`src/rtl/arb_pkg.sv`:
```
// arb_pkg -- shared types and helpers for the round-robin right-scanning arbiter.
//   arb_state_e   : FSM state encoding (IDLE, GRANT)
//   MAX_N         : widest request vector the helpers accept
//   idx_w()       : index width for an N-line arbiter ($clog2(N), min 1)
//   onehot_to_idx : binary index of the (single) set bit of a one-hot vector
package arb_pkg;

  typedef enum logic {
    IDLE  = 1'b0,
    GRANT = 1'b1
  } arb_state_e;

  localparam int MAX_N = 64;

  function automatic int idx_w(input int n);
    return (n < 2) ? 1 : $clog2(n);
  endfunction

  // OR-reduction of set-bit positions; exact for one-hot or all-zero inputs.
  function automatic int unsigned onehot_to_idx(input logic [MAX_N-1:0] oh);
    int unsigned idx;
    idx = 0;
    for (int i = 0; i < MAX_N; i++) begin
      if (oh[i]) idx = idx | unsigned'(i);
    end
    return idx;
  endfunction

endpackage

```
`src/rtl/right_priority.sv`:
```
// right_priority -- combinational lowest-set-bit isolator.
//   in  [N-1:0] : arbitrary request vector
//   out [N-1:0] : one-hot vector holding only the lowest set bit of in (0 if in == 0)
module right_priority #(
  parameter int N = 16
) (
  input  logic [N-1:0] in,
  output logic [N-1:0] out
);

  // Two's complement keeps the lowest set bit and clears everything else.
  assign out = in & (~in + {{(N-1){1'b0}}, 1'b1});

endmodule

```
`src/rtl/rr_right_arbiter.sv`:
```
// rr_right_arbiter -- registered round-robin arbiter, LSB-first scan from a
// rotating pointer. One grant is issued and held until the holder releases it.
//
// Optional feature macro: RR_ARB_TIMEOUT_EN
//   defined   : a grant is forcibly released after MAX_HOLD cycles, pulsing timeout
//   undefined : no hold counter, grant held indefinitely, timeout stays 0
//
// Ports
//   clk       in   1      rising-edge clock
//   rst       in   1      synchronous active-high reset
//   req       in   N      request vector
//   done      in   1      holder releases the grant (only looked at in GRANT)
//   gnt       out  N      registered one-hot grant, 0 when idle
//   gnt_valid out  1      high while gnt != 0
//   gnt_idx   out  IDX_W  binary index of gnt, 0 when idle
//   timeout   out  1      one-cycle pulse on forced release
//
// state | meaning
// IDLE  | no grant outstanding; pick next requester from sampled req
// GRANT | grant held stable; wait for done, request drop or hold limit
module rr_right_arbiter
  import arb_pkg::*;
#(
  parameter int N        = 16,
  parameter int MAX_HOLD = 8,
  localparam int IDX_W   = idx_w(N)
) (
  input  logic             clk,
  input  logic             rst,
  input  logic [N-1:0]     req,
  input  logic             done,
  output logic [N-1:0]     gnt,
  output logic             gnt_valid,
  output logic [IDX_W-1:0] gnt_idx,
  output logic             timeout
);

  if (N < 2 || N > MAX_N || MAX_HOLD < 1) begin : g_param_check
    $error("rr_right_arbiter: unsupported N or MAX_HOLD");
  end

  arb_state_e       state_q, state_d;
  logic [N-1:0]     gnt_q, gnt_d;
  logic             gnt_valid_q, gnt_valid_d;
  logic [IDX_W-1:0] gnt_idx_q, gnt_idx_d;
  logic [IDX_W-1:0] ptr_q, ptr_d;
  logic             timeout_q, timeout_d;

  logic [N-1:0]     mask;
  logic [N-1:0]     masked_req;
  logic [N-1:0]     pick_masked;
  logic [N-1:0]     pick_raw;
  logic [N-1:0]     pick;
  logic [MAX_N-1:0] pick_ext;
  logic [IDX_W-1:0] pick_idx;
  logic             release_req;
  logic             forced;

`ifdef RR_ARB_TIMEOUT_EN
  localparam int HC_W = $clog2(MAX_HOLD + 1);
  logic [HC_W-1:0] hold_cnt_q, hold_cnt_d;
`endif

  // Lines at or above the pointer are eligible first; explicit compare
  // rather than a shifted mask so non-power-of-two N behaves.
  always_comb begin
    mask = '0;
    for (int i = 0; i < N; i++) begin
      mask[i] = (i >= int'(ptr_q));
    end
  end

  assign masked_req = req & mask;

  right_priority #(.N(N)) u_pri_masked (
    .in  (masked_req),
    .out (pick_masked)
  );

  right_priority #(.N(N)) u_pri_raw (
    .in  (req),
    .out (pick_raw)
  );

  // Nothing at or above the pointer: wrap around to the lowest requester.
  assign pick = (|masked_req) ? pick_masked : pick_raw;

  always_comb begin
    pick_ext        = '0;
    pick_ext[N-1:0] = pick;
  end

  assign pick_idx = IDX_W'(onehot_to_idx(pick_ext));

  // Holder dropping its own request counts as a release.
  assign release_req = done | ~(|(req & gnt_q));

`ifdef RR_ARB_TIMEOUT_EN
  assign forced = (hold_cnt_q == HC_W'(MAX_HOLD));
`else
  assign forced = 1'b0;
`endif

  always_comb begin
    state_d     = state_q;
    gnt_d       = gnt_q;
    gnt_valid_d = gnt_valid_q;
    gnt_idx_d   = gnt_idx_q;
    ptr_d       = ptr_q;
    timeout_d   = 1'b0;
`ifdef RR_ARB_TIMEOUT_EN
    hold_cnt_d  = hold_cnt_q;
`endif
    case (state_q)
      IDLE: begin
        if (|req) begin
          gnt_d       = pick;
          gnt_idx_d   = pick_idx;
          gnt_valid_d = 1'b1;
          state_d     = GRANT;
`ifdef RR_ARB_TIMEOUT_EN
          hold_cnt_d  = HC_W'(1);
`endif
        end
      end
      GRANT: begin
        if (release_req || forced) begin
          gnt_d       = '0;
          gnt_valid_d = 1'b0;
          gnt_idx_d   = '0;
          ptr_d       = (gnt_idx_q == IDX_W'(N - 1)) ? '0 : gnt_idx_q + 1'b1;
          state_d     = IDLE;
          // A normal release on the same edge wins over the forced one.
          timeout_d   = forced & ~release_req;
`ifdef RR_ARB_TIMEOUT_EN
          hold_cnt_d  = '0;
`endif
        end else begin
`ifdef RR_ARB_TIMEOUT_EN
          hold_cnt_d  = hold_cnt_q + 1'b1;
`endif
        end
      end
      default: begin
        state_d     = IDLE;
        gnt_d       = '0;
        gnt_valid_d = 1'b0;
        gnt_idx_d   = '0;
      end
    endcase
  end

  always_ff @(posedge clk) begin
    if (rst) begin
      state_q     <= IDLE;
      gnt_q       <= '0;
      gnt_valid_q <= 1'b0;
      gnt_idx_q   <= '0;
      ptr_q       <= '0;
      timeout_q   <= 1'b0;
`ifdef RR_ARB_TIMEOUT_EN
      hold_cnt_q  <= '0;
`endif
    end else begin
      state_q     <= state_d;
      gnt_q       <= gnt_d;
      gnt_valid_q <= gnt_valid_d;
      gnt_idx_q   <= gnt_idx_d;
      ptr_q       <= ptr_d;
      timeout_q   <= timeout_d;
`ifdef RR_ARB_TIMEOUT_EN
      hold_cnt_q  <= hold_cnt_d;
`endif
    end
  end

  assign gnt       = gnt_q;
  assign gnt_valid = gnt_valid_q;
  assign gnt_idx   = gnt_idx_q;
  assign timeout   = timeout_q;

endmodule
```
`config.mk`:
```
export PLATFORM = sky130hd
export DESIGN_NAME = rr_right_arbiter
export DESIGN_NICKNAME = d
export VERILOG_FILES = /design/src/rtl/arb_pkg.sv /design/src/rtl/right_priority.sv /design/src/rtl/rr_right_arbiter.sv
export SDC_FILE = /design/constraint.sdc
export NUM_CORES = 1
export LEC_CHECK = 0
export CORE_UTILIZATION = 51
export CTS_CLUSTER_DIAMETER = 60
export CTS_CLUSTER_SIZE = 8
export DETAILED_ROUTE_END_ITERATION = 10
export PLACE_DENSITY = 0.8
export SLEW_MARGIN = 40
export SYNTH_ARGS = -nofsm -noshare
export SYNTH_HDL_FRONTEND = slang
export SYNTH_SLANG_ARGS = --single-unit
```
`constraint.sdc`:
```
create_clock -name clk -period 3.37 [get_ports clk]
set_input_delay 0.8425 -clock clk [delete_from_list [all_inputs] [get_ports clk]]
set_output_delay 0.8425 -clock clk [all_outputs]
set_load 0.02 [all_outputs]
```
==> metrics <==
Post-synth EDFFs 0; Seq/Total Area, Yosys between 20% and 30%; reg2reg path depth 8; Power, Total 0.910 mW; # placed instances between 300 and 400; prevailing post-synth register cell dfxtp_1; number of diodes 0; most frequent cells in the layout clkdlybuf4s50_1, nand3_1, nor2_1, dfxtp_1, buf_4; non-filler cells in the finished layout around 360; total negative slack 0 ps; clock tree sinks 26; initial DRC count about 290; global-route wire length before repair about 11 mm; clk_lat worst skew around 280 ps; pre-CTS setup slack 98.4 ps; # DRC 0; clock skew about 8.4 ps; Worst Path Arrival between 3000 and 4000 ps; max cap viols 0; crit path kind in2reg; Worst Hold Class reg2reg; hold buffers post-CTS 0; Worst Path Required 3580 ps; final WL around 6.7 mm; overall routing resource usage 33.5%; P&R area growth vs syn 31.5%; Die Wd 64.3 um; setup repair bufs after CTS 0; actual slew at the worst max-slew pin just over 700 ps; RSZ-0062 raised after global routing false; via/cell ratio 6.43; Synth Net Count ~280; gp weighted congestion approximately 0.95; Initial Util between 50% and 60%; Synth Area in Simple Gates 34.4%; Synth Instances ~260; TritonCTS Buffers 3; Slew Limit Headroom between 50% and 60%; GRT overflow 0; largest net degree at the start of global routing 30; fin area about 2600 sq um; nets@finish about 330; antenna-violating nets left 0; post-synthesis mux area share 0%; fin crit share 91.0%; Critical Path Start Type primary input; Worst R2R End gnt_idx[0]; CTS resizes 0; commonest non-fill, non-tap cell in the layout clkdlybuf4s50_1; worst-path maximum fanout 5; Slowest-stage cell, CP clkdlybuf4s50_1; placed cell area about 2500 sq um; critical path's largest stage delay a little over 500 ps; Die H approximately 64 um; Warnings, synthesis 0; die area 4130 sq um; Min Clock Period, post-route about 3100 ps; Detailed Place HPWL 5.17 mm; Mapped Avg Cell Area about 7.5 sq um; First-pass DRT Iterations 5; final setup fails 0; Unique masters post-synth 59; vias in the first global route 2180; clk root buf clkbuf_8; I/O Pins just over 40; H-tree level count 1; r2r setup slk 590 ps; ys async rst share 0%; post-synthesis compound-gate area fraction around a third; RR Startpoint ptr_q[2]; hold_sp gnt[15]; maximum VDD drop between 0.0002 and 0.00025 V; ratio of cells with drive above 1 in the final layout about 14%; CTS tree yes; outcome finished, final reports clean; Achievable Freq roughly 0.33 GHz; Worst Setup Slack, final around 300 ps; Hold Path Sink gnt[15]; Power Dens Cells ~350 nW/um^2; vias approximately 2300; max-slew violations 0; flop and latch count out of synthesis 26; adder-cell share of the synthesized area less than 1%; final hold vios 0; initial antenna violation count 0; leak pwr 0.870 nW; Clock Tree Buf Depth 2; core area ~3700 sq um; worst hold stages 2; crit-path cells clkdlybuf4s50_1 -> nor4_2 -> nand4_1 -> o31ai_1 -> o2bb2ai_1 -> nand3_1 -> and3b_1 -> a211oi_2; CP Capture Type flop; num rows 22; Post-Syn Area slightly below 2000 sq um; largest family of logic cells by synthesized area simple AND/OR/NAND/NOR gates; per-cell routed wire length about 19 um; port bufs 39; Reg clk slew, reported paths ~100 ps; XOR/XNOR Fraction of Synth Area 0.443%
layout make-up:
class	count	area, sq um
Sequential cell	26	520
Tap cell	48	60.1
Multi-Input combinational cell	214	1330
Inverter	4	15.0
Clock inverter	1	30.0
Fill cell	352	1090
Timing Repair Buffer	65	598
Clock buffer	3	41.3
cells by family (layout without fill, tap and decap cells):
logic type                 count (synthesis)  in the layout
DFF                                       26             26
adders and majority gates                  1              1
AOI/OAI and AO/OA                         82             82
xor gates and xnor gates                   1              1
buffers and inverters                     23             73
and+or+nand+nor                          129            129
other                                      1              1
where the power goes:
group / internal, mW / leakage [nW] / switching (mW)
Sequential: 0.323 / 0.211 / 0.0364
Combinational: 0.120 / 0.623 / 0.161
Clock: 0.159 / 0.0357 / 0.109
routing by layer:
layer	wire, um	GRT usage, %
met1	3110	45.9
met2	3070	54.2
met3	460	5.00
met4	112	8.61
met5	0	0
critical path, delay by kind of cell:
kind / cells / cell delay [ps]
and+or+nand+nor: 4 / 1110
AOI/OAI and AO/OA: 3 / 810
buffers and inverters: 1 / 510
flip-flops by register name, indices dropped and copies added, names as in the netlist:
register and flops:
gnt_idx 4, state_q 1, gnt_valid 1, ptr_q 4, gnt 16
Yosys cell counts, types with 4 or more instances:
| cell type | n | share of area (%) |
|---|---|---|
| a21oi_1 | 13 | 3.3 |
| a221oi_1 | 4 | 1.8 |
| a22o_1 | 5 | 2.2 |
| a31oi_1 | 4 | 1.3 |
| and3_1 | 4 | 1.3 |
| buf_4 | 5 | 1.9 |
| clkbuf_1 | 9 | 1.7 |
| dfxtp_1 | 26 | 26 |
| inv_1 | 4 | 0.76 |
| nand2_1 | 19 | 3.6 |
| nand3_1 | 27 | 6.8 |
| nand4_1 | 5 | 1.6 |
| nand4b_1 | 4 | 1.8 |
| nor2_1 | 26 | 4.9 |
| nor2b_1 | 6 | 1.9 |
| nor3_1 | 14 | 3.5 |
| nor3b_1 | 4 | 1.5 |
| nor4_1 | 4 | 1.3 |
| o21a_1 | 11 | 4.2 |
| o21ai_0 | 7 | 1.8 |
| o31ai_1 | 4 | 1.5 |
through the flow:
stage               hold slack (ps)  utilization [%]
finish                          494             70.5
floorplan                       555                -
detailed placement              483             68.5
CTS                             496             70.5
global placement                472             68.5
global route                    518             70.5
worst max path at each step:
stage | startpoint | endpoint | slack, ps | cells past startpoint
finish | req[6] | gnt_idx[3] | 300 | 8
global route | req[6] | gnt_idx[3] | 170 | 8
CTS | req[6] | gnt_idx[3] | 360 | 8
detailed placement | req[6] | gnt_idx[3] | 100 | 8
global placement | req[6] | gnt_idx[3] | 50 | 8
floorplan | req[4] | gnt_idx[0] | 770 | 9
(Power assumes the default switching activity.)
